--- config.mk ---
export PLATFORM = sky130hd
export DESIGN_NAME = pipe_skid_reg
export DESIGN_NICKNAME = d
export VERILOG_FILES = /design/src/rtl/pipe_skid_reg.sv
export SDC_FILE = /design/constraint.sdc
export NUM_CORES = 1
export LEC_CHECK = 0
export CELL_PAD_IN_SITES_DETAIL_PLACEMENT = 1
export CELL_PAD_IN_SITES_GLOBAL_PLACEMENT = 2
export CORE_UTILIZATION = 35
export DETAILED_ROUTE_END_ITERATION = 8
export PLACE_DENSITY = 0.87
export SETUP_SLACK_MARGIN = 0.5
export SLEW_MARGIN = 10
export SYNTH_ARGS = -nofsm -noshare
export SYNTH_HDL_FRONTEND = slang
export SYNTH_SLANG_ARGS = --single-unit
--- constraint.sdc ---
create_clock -name clk -period 2.6 [get_ports clk]
set_input_delay 0.52 -clock clk [delete_from_list [all_inputs] [get_ports clk]]
set_output_delay 0.52 -clock clk [all_outputs]
set_load 0.005 [all_outputs]
--- src/rtl/pipe_skid_reg.sv ---
// Two-entry skid register between pipeline stages: 1-cycle latency, full throughput.
// in_ready is decoded from registered state only, so upstream sees no combinational path from out_ready.
module pipe_skid_reg #(
   parameter int               WIDTH     = 64,
   parameter logic [WIDTH-1:0] RESET_VAL = {WIDTH{1'b0}}
) (
   input  logic             clk,
   input  logic             rst,
   input  logic             flush,
   input  logic             in_valid,
   output logic             in_ready,
   input  logic [WIDTH-1:0] in_data,
   output logic             out_valid,
   input  logic             out_ready,
   output logic [WIDTH-1:0] out_data,
   output logic [1:0]       count
);

   localparam logic [1:0] S_EMPTY = 2'd0;
   localparam logic [1:0] S_ONE   = 2'd1;
   localparam logic [1:0] S_TWO   = 2'd2;

   logic [1:0]       state_q, state_d;
   logic [WIDTH-1:0] main_q, main_d;
   logic [WIDTH-1:0] skid_q, skid_d;
   logic             acc, pop;

   assign in_ready  = (state_q != S_TWO);
   assign out_valid = (state_q != S_EMPTY);
   assign out_data  = (state_q == S_EMPTY) ? RESET_VAL : main_q;
   assign count     = state_q;

   assign acc = in_valid & in_ready;
   assign pop = out_valid & out_ready;

   always_comb begin
      state_d = state_q;
      main_d  = main_q;
      skid_d  = skid_q;
      if (flush) begin
         state_d = S_EMPTY;
         main_d  = RESET_VAL;
         skid_d  = RESET_VAL;
      end else begin
         case (state_q)
            S_EMPTY: begin
               if (acc) begin
                  main_d  = in_data;
                  state_d = S_ONE;
               end
            end
            S_ONE: begin
               if (acc && pop) begin
                  main_d = in_data;
               end else if (acc) begin
                  skid_d  = in_data;
                  state_d = S_TWO;
               end else if (pop) begin
                  state_d = S_EMPTY;
               end
            end
            S_TWO: begin
               // in_ready is low here, so only a pop can happen
               if (pop) begin
                  main_d  = skid_q;
                  state_d = S_ONE;
               end
            end
            default: state_d = S_EMPTY;
         endcase
      end
   end

   always_ff @(posedge clk or negedge rst) begin
      if (!rst) begin
         state_q <= S_EMPTY;
         main_q  <= RESET_VAL;
         skid_q  <= RESET_VAL;
      end else begin
         state_q <= state_d;
         main_q  <= main_d;
         skid_q  <= skid_d;
      end
   end

endmodule
==> flow_results.org, run 1 <==
** Logic synthesis
- The mapped netlist covers ~6400 um^2.
- In this run, synthesis produced a sequential element count of 130.
- Synthesis produced a netlist with a net count of between 500 and 600.
- The synthesized design contains 0 enable-type register cells.
- List of most frequent post-synthesis cells :: sky130_fd_sc_hd__dfrtp_1, sky130_fd_sc_hd__nor2b_1, sky130_fd_sc_hd__a22o_1, sky130_fd_sc_hd__mux2i_1, sky130_fd_sc_hd__o2bb2ai_2
- After synthesis, the netlist uses 30 different library cells.
- Cell with the most instances after synthesis :: sky130_fd_sc_hd__dfrtp_1
- For this run, the leading register cell type out of synthesis is sky130_fd_sc_hd__dfrtp_1.
- Cell taking the most area after synthesis :: sky130_fd_sc_hd__dfrtp_1
- For this run, asynchronously set or reset flops after synthesis account for 100.0%.
- In the synthesized netlist, the number of instances is 459.
- Averaged over all synthesized cells, the footprint is 13.91 um^2.
- Yosys attributes the largest share of cell area to sky130_fd_sc_hd__dfrtp_1, sky130_fd_sc_hd__o2bb2ai_2, sky130_fd_sc_hd__mux2i_1.
- Share of synthesized area occupied by flip-flops and latches :: between 50% and 60%
- Top-area cell type share of the netlist area :: about 51%
- Warnings, synthesis :: 0

** Clock network
- H-tree Lvls :: 4
- Maximum number of buffers from clock root to sink :: 2
- The later pin in the worst-skew pair is clocked with a latency of ~0.42 ns.
- TritonCTS built the clock tree.
- After clock tree synthesis, the clock-pin slew on the worst setup and hold paths is 0.06 ns.
- Sink count of the clock tree :: 130
- TritonCTS created 17 clock buffers.
- Root Buffer :: sky130_fd_sc_hd__clkbuf_16
- Total of hold buffers inserted after clock tree synthesis :: 0

** Finish
- Proportion of layout cells with a drive suffix above 1 :: 41.59%
- Number of antenna cells inserted :: 0
- Fillcell total :: about 1700
- After the flow finishes, the layout carries non-filler instances totaling roughly 900.
- Compared with the post-synthesis result, the final layout area differs by 52.80%.
- Final-stage net count :: around 700

** Power
- Static Leakage :: 4.161 nW
- Dividing total power by cell area gives a power density of ~1100 nW/um^2.
- IR analysis of the VDD net gives a maximum drop of between 0.0005 and 0.0006 V.

** Global route
- Antenna violations before repair :: 1
- Entering global routing, the biggest net connects between 60 and 70 pins.
- Summed over all layers, the global routing overflow is 0.
- For this run, the total global-route usage over all layers was measured as between 20% and 30%.
- Number of global-route vias before repair :: roughly 5000
- Wire length of the first global-routing pass :: between 20 and 30 mm

** Worst setup path
- The critical path goes through inv_2 -> ha_4 -> buf_8 -> clkbuf_16 -> buf_6 -> nor2b_4 -> buf_6.
- Most common cell type on the critical path :: sky130_fd_sc_hd__buf_6
- Path type of the worst setup path :: register to output port
- Cell at the slowest stage of the critical path :: sky130_fd_sc_hd__dfrtp_1
- Required time at the endpoint of the critical path :: around 2.1 ns
- Type of element capturing the critical path :: output port
- Reg2reg start :: count[0]$_DFFE_PN0P_
- Delay of the slowest cell on the worst path :: approximately 0.36 ns
- Data arrival time of the critical path :: about 1.7 ns
- The worst setup path is launched from a register.
- Along the worst path, the maximum fanout reaches 8.
- Launch point of the worst path :: count[0]$_DFFE_PN0P_

** Run
- The tool flagged a number of max-cap violations equal to 0.

** Place
- Final HPWL from detailed placement :: 10.75 mm
- # placed instances :: 798
- Number of input and output port buffers inserted :: 136
- GPL Wtd Cong :: approximately 0.73

** Floorplanning
- The die is around 140 um tall.
- Die outline width :: 137.1 um
- I/O pin total :: approximately 140
- Core footprint :: around 18000 um^2
- Starting utilization of the core area :: a little over a third
- Cell Rows :: between 40 and 50
- Total die area :: around 19000 um^2

** Hold path
- Class of the tightest hold or removal check :: input pin to async pin

** Routing
- Detailed Route WL :: around 21 mm
- After the first detailed-routing iteration, the DRC count stood at approximately 250.
- The pre-antenna-repair detailed-routing pass consisted of 4 iterations.
- After detailed routing, the average wire length per cell comes to between 20 and 25 um.
- The detailed router placed around 4700 vias in this run.
- Residual antenna-violating net count after detailed routing :: 0
- DR DRC count :: 0
- In the routed layout, each cell is associated on average with a via count of roughly 5.3.

** Timing
- Timing would allow up to ~450 MHz.
- At the pin with the least slew margin, the transition time is around 0.63 ns.
- Setup total negative slack on the finished layout was measured at 0 ns.
- The final critical path takes up 84.95% of the cycle.
- Maximum clock skew at final layout :: between 0.008 and 0.009 ns
- Slew Viols, Final :: 0
- Setup violations remaining at the end of the flow were counted as 0.
- Setup repair after global routing missed its margin :: true
- The routed design could run at a clock period as short as between 2 and 2.5 ns.
- Rel. slew slack :: 57.81%
- The count of endpoints failing hold in the final timing report was 0.
- Across all hold checks on the routed design, the worst slack comes to between 0.02 and 0.025 ns.

** Status
- The flow ran to the end, and the final reports show no timing, DRC or antenna violations.
[final timing paths]
kind,to,slack [ns],cells past startpoint
min in group clk,main_q[19]$_DFFE_PN0P_,0.48,1
min reg2reg,main_q[19]$_DFFE_PN0P_,0.48,1
max,out_data[58],0.39,7
max in group asynchronous,main_q[55]$_DFFE_PN0P_,1.87,2
max reg2reg,main_q[37]$_DFFE_PN0P_,0.46,11
min,skid_q[58]$_DFFE_PN0P_,0.02,1
[power breakdown]
part	switching [mW]	internal, mW
registers	0.476	2.57
clock network	0.947	1.46
logic	2.39	2.86
total	3.81	6.89
[final cells by class]
class / count / area, um^2 / area share, %
clock inverter: 12 / 132.6 / 1.359
inverter: 6 / 22.52 / 0.2308
timing repair buffer: 204 / 2163 / 22.17
tap: 229 / 286.5 / 2.936
clock buffer: 20 / 456.7 / 4.680
sequential: 130 / 3253 / 33.34
multi-input combinational: 282 / 3443 / 35.29
[worst max-delay path: cells and delay by family (launching register included)]
| kind | cells | cell delay, ns |
|---|---|---|
| fa+ha+maj | 1 | 0.21 |
| buf+inv | 5 | 0.60 |
| flops | 1 | 0.36 |
| simple gates | 1 | 0.10 |
[flip-flops by register name, indices dropped and copies added (netlist names)]
register / flops
main_q: 64
skid_q: 64
count: 2
[logic make-up (layout without fill, tap and decap cells)]
family,count (synthesis),in the layout,synth area share (%)
AO/OA/AOI/OAI,134,134,24.41
flip-flops,130,130,50.94
buffers and inverters,47,242,5.212
adder cells (fa/ha/maj),5,5,0.9796
multiplexers,65,65,10.21
AND/OR/NAND/NOR,78,78,8.249
[layer usage]
metal / part of all wire [%] / GRT usage (%)
met5: 0.062 / 0
met4: 2.2 / 6.716
met3: 4.9 / 4.778
met2: 49 / 34.46
met1: 43 / 27.43
[layout by cell type (no fill, tap or decap), types with 3 or more instances in the layout]
cell | Yosys | routed
sky130_fd_sc_hd__dfrtp_1 | 130 | 130
sky130_fd_sc_hd__clkdlybuf4s50_1 | 0 | 69
sky130_fd_sc_hd__mux2i_1 | 64 | 64
sky130_fd_sc_hd__a22o_1 | 64 | 64
sky130_fd_sc_hd__buf_2 | 11 | 51
sky130_fd_sc_hd__o2bb2ai_2 | 60 | 33
sky130_fd_sc_hd__nor2b_1 | 65 | 32
sky130_fd_sc_hd__nor2b_4 | 0 | 29
sky130_fd_sc_hd__o2bb2ai_4 | 0 | 28
sky130_fd_sc_hd__clkbuf_16 | 0 | 26
sky130_fd_sc_hd__buf_12 | 0 | 18
sky130_fd_sc_hd__buf_6 | 19 | 18
sky130_fd_sc_hd__buf_4 | 0 | 15
sky130_fd_sc_hd__clkbuf_2 | 0 | 10
sky130_fd_sc_hd__buf_8 | 0 | 7
sky130_fd_sc_hd__nor2b_2 | 0 | 4
sky130_fd_sc_hd__buf_16 | 0 | 4
sky130_fd_sc_hd__inv_1 | 5 | 3
sky130_fd_sc_hd__o2bb2ai_1 | 4 | 3
sky130_fd_sc_hd__ha_4 | 0 | 3
sky130_fd_sc_hd__clkinvlp_4 | 0 | 3
sky130_fd_sc_hd__clkinv_4 | 0 | 3
sky130_fd_sc_hd__clkinv_2 | 0 | 3
[timing repair]
item	in CTS	in global routing
pin swaps	4	32
gates resized for setup	255	131
gates cloned	4	14
hold endpoints to repair	0	0
buffers inserted	29	6
endpoints found under the setup margin	194	194
[per-stage QoR]
| step | power, mW | util (%) | area, um^2 | setup WS [ns] |
|---|---|---|---|---|
| after global placement | 5.909 | 44.46 | 7959 | 0.3486 |
| after global routing | 11.11 | 54.51 | 9758 | 0.3136 |
| after detailed placement | 6.047 | 44.46 | 7959 | 0.2588 |
| after CTS | 9.195 | 49.40 | 8843 | 0.3443 |
| after floorplan | 4.859 | - | 6386 | 0.6203 |
| final | 10.70 | 54.51 | 9758 | 0.3912 |
Note: power is estimated with default switching activity, not from simulation.
==> run 2, diff against run 1 <==
Settings changed: CORE_UTILIZATION 35 to 31, PLACE_DENSITY 0.87 to 0.82.
Clock period 2.6 ns to 2 ns, I/O delays scaled along.
==> flow_results.org, run 2 (same netlist as run 1, synthesis figures left out) <==
** Place
- Detailed placement finished with a half-perimeter wire length of between 10 and 15 mm.
- Port buffering added around 140 buffers.
- GPL Wtd Cong :: approximately 0.8
- Placed Area :: approximately 8600 um^2
- In this run, placement finished with an instance count of 858.

** Global route
- The initial antenna violation count came to 0.
- Number of global-route vias before repair :: 5572
- Summed over all layers, the global routing overflow is 0.
- Most used routing layer in global routing :: met2
- In the global route stage, overall resource usage came out at 21.18%.
- Met1 Resource Use GR :: 26.40%
- Entering global routing, the biggest net connects 131 pins.
- Fraction of met2 tracks used by global routing :: a little over a third
- The first global-routing pass estimated around 34 mm of wire.
- Global routing consumed, on the met3 layer, 5.266% of the routing resources.

** Worst setup path
- Type of element capturing the critical path :: register
- Required time at the endpoint of the critical path :: ~2.3 ns
- In this run the worst setup path begins at count[1]$_DFFE_PN0P_.
- Data arrives at the worst endpoint at approximately 2.5 ns.
- Counting cells, the worst reg-to-reg path comes to 12.
- Of all nets on the critical path, the largest fanout is 5.
- Reg2reg start :: count[1]$_DFFE_PN0P_
- STA classifies the critical path startpoint as a register.
- The worst register-to-register path ends at skid_q[50]$_DFFE_PN0P_.
- The setup check on the worst reg-to-reg path leaves a slack of -0.22 ns.
- Critical path destination :: skid_q[50]$_DFFE_PN0P_
- Path type of the worst setup path :: register to register

** Finish
- Proportion of layout cells with a drive suffix above 1 :: 51.26%
- Most frequent cells in the layout :: sky130_fd_sc_hd__dfrtp_1, sky130_fd_sc_hd__clkdlybuf4s50_1, sky130_fd_sc_hd__mux2i_1, sky130_fd_sc_hd__a22o_1, sky130_fd_sc_hd__buf_2
- Fillcell total :: approximately 1900
- Number of antenna cells inserted :: 0
- Leaving out fill and tap cells, the most frequent cell in the layout is sky130_fd_sc_hd__dfrtp_1.
- Once layout is complete, the utilization of the core stands at a little over half.
- Final cell count without fillers :: slightly below 1000
- Compared with the post-synthesis result, the final layout area differs by 71.00%.
- The net count of the finished layout is around 770.
- After routing the design area is between 10000 and 15000 um^2.

** Timing
- Setup violations remaining at the end of the flow were counted as about 190.
- Setup repair after global routing could not meet its margin everywhere.
- Subtracting the final worst setup slack from the clock period gives ~2.2 ns.
- Rel. slew slack :: around 48%
- After layout, the worst path uses 110.8% of the clock period.
- After layout, the worst setup slack is -0.2167 ns.
- The count of final max-slew check failures is 0.
- Total negative slack for setup checks :: -25.69 ns
- Maximum clock skew at final layout :: ~0.005 ns
- Number of failing hold endpoints at the final stage :: 0
- At the pin with the least slew margin, the transition time is 0.7737 ns.
- Maximum operating frequency :: ~450 MHz

** Run
- Max-capacitance violation count :: 0

** Clock network
- H-tree Lvls :: 4
- Insertion delay of the later-clocked pin in the worst-skew pair :: 0.42 ns
- Total clock buffers created by CTS :: 17
- TritonCTS built the clock tree.
- Maximum number of buffers from clock root to sink :: 2
- Clk pin slew, worst setup/hold paths :: 0.06 ns
- Root Buffer :: sky130_fd_sc_hd__clkbuf_16
- Counting every sink on the clock net gives 130.

** Power
- Combinational logic burns between 50% and 60% of the power.
- Overall power consumption after layout is estimated at about 15 mW.
- Fraction of power consumed by sequential logic :: between 20% and 30%
- Internal portion of total power :: just under 10 mW
- The clock network is responsible for ~20% of the overall power.
- Switching power total :: 5.326 mW
- Switching fraction of total power :: a little over a third
- Power per cell area :: ~1400 nW/um^2
- Summed over all cells, the static leakage comes to 4.675 nW.
- VDD sags by at most between 0.0006 and 0.0007 V.

** Routing
- Detailed routing inserted a total of a little under 5000 vias.
- Once detail routing completed, the nets flagged for antenna violations numbered 0.
- The routed design has about 23 mm of wire.
- Dividing the detail-routed wire length by the instance count gives 23.43 um.
- For this run, design rule violations remaining after detail routing come to 0.
- Dividing the detail-routed via count by the number of cells gives 5.040.
- For this run, the detailed router's first-pass iteration total came to 4.
- Drt initial violations :: approximately 180

** Floorplanning
- The die covers around 21000 um^2.
- Cell Rows :: 52
- Starting utilization of the core area :: a little under a third
- I/O pin total :: approximately 140
- Core footprint :: 20230 um^2
- Die outline width :: between 100 and 150 um
- From bottom edge to top edge, the die measures 145.5 um.

** Hold path
- Class of the tightest hold or removal check :: input pin to async pin

** Status
- The final reports fail on setup timing.
- Result of the run :: complete, but fails checks
run 2: worst min-delay path by stage:
stage                                 from                     end  slack, ns  cells past startpoint
floorplan                              rst    count[0]$_DFFE_PN0P_       0.10                      0
global placement    main_q[59]$_DFFE_PN0P_  main_q[59]$_DFFE_PN0P_       0.48                      1
detailed placement  main_q[59]$_DFFE_PN0P_  main_q[59]$_DFFE_PN0P_       0.48                      1
CTS                                    rst  skid_q[54]$_DFFE_PN0P_       0.13                      2
global route                           rst  main_q[54]$_DFFE_PN0P_       0.16                      2
finish                                 rst  skid_q[54]$_DFFE_PN0P_       0.06                      2
run 2: final cells by class:
| class | count | area, um^2 | area share (%) |
|---|---|---|---|
| Inverter | 6 | 27.53 | 0.2521 |
| Clock inverter | 11 | 87.58 | 0.8020 |
| Timing Repair Buffer | 261 | 3102 | 28.40 |
| Sequential cell | 130 | 3254 | 29.80 |
| Clock buffer | 21 | 460.4 | 4.216 |
| Tap cell | 270 | 337.8 | 3.093 |
| Multi-Input combinational cell | 283 | 3651 | 33.43 |
run 2: metal layers:
| layer | vias to the layer above | wire [um] |
|---|---|---|
| li1 | 2209 | - |
| met2 | 128 | 11400 |
| met5 | - | 0 |
| met1 | 2575 | 10070 |
| met3 | 37 | 971 |
| met4 | 0 | 566 |
run 2: metrics by stage:
step	setup WS [ns]	hold slack, ns
after floorplan	0.2666	0.1044
after CTS	-0.1593	0.1261
final	-0.2167	0.05862
after detailed placement	-0.1310	0.4766
after global placement	-0.05816	0.4773
after global routing	-0.2768	0.1559
run 2: worst max-delay path, stage by stage, from the launching register on:
cell,delay [ns]
sky130_fd_sc_hd__dfrtp_2,0.42
sky130_fd_sc_hd__inv_4,0.08
sky130_fd_sc_hd__ha_4,0.18
sky130_fd_sc_hd__buf_4,0.15
sky130_fd_sc_hd__buf_6,0.12
sky130_fd_sc_hd__nor2b_4,0.05
sky130_fd_sc_hd__nor3b_4,0.26
sky130_fd_sc_hd__buf_6,0.15
sky130_fd_sc_hd__nor2_4,0.06
sky130_fd_sc_hd__buf_8,0.15
sky130_fd_sc_hd__buf_12,0.12
sky130_fd_sc_hd__buf_16,0.12
sky130_fd_sc_hd__a22o_1,0.23
run 2: repair_timing:
item                       4_1_cts  5_1_grt
pin swaps                       50       31
hold buffers                     0        0
resized for setup              366       54
setup endpoints to repair      198      198
cloned                          21        8
setup buffers                   53       10
run 2: power by group through the flow:
stage          sequential, mW  clock (mW)  combinational (mW)
3_5_place_dp             3.89           0                5.01
4_1_cts                  3.91        3.01                7.08
2_1_floorplan            3.76           0                3.53
3_3_place_gp             3.86           0                4.87
6_report                 3.97        2.97                8.10
5_1_grt                  4.05        3.14                8.46
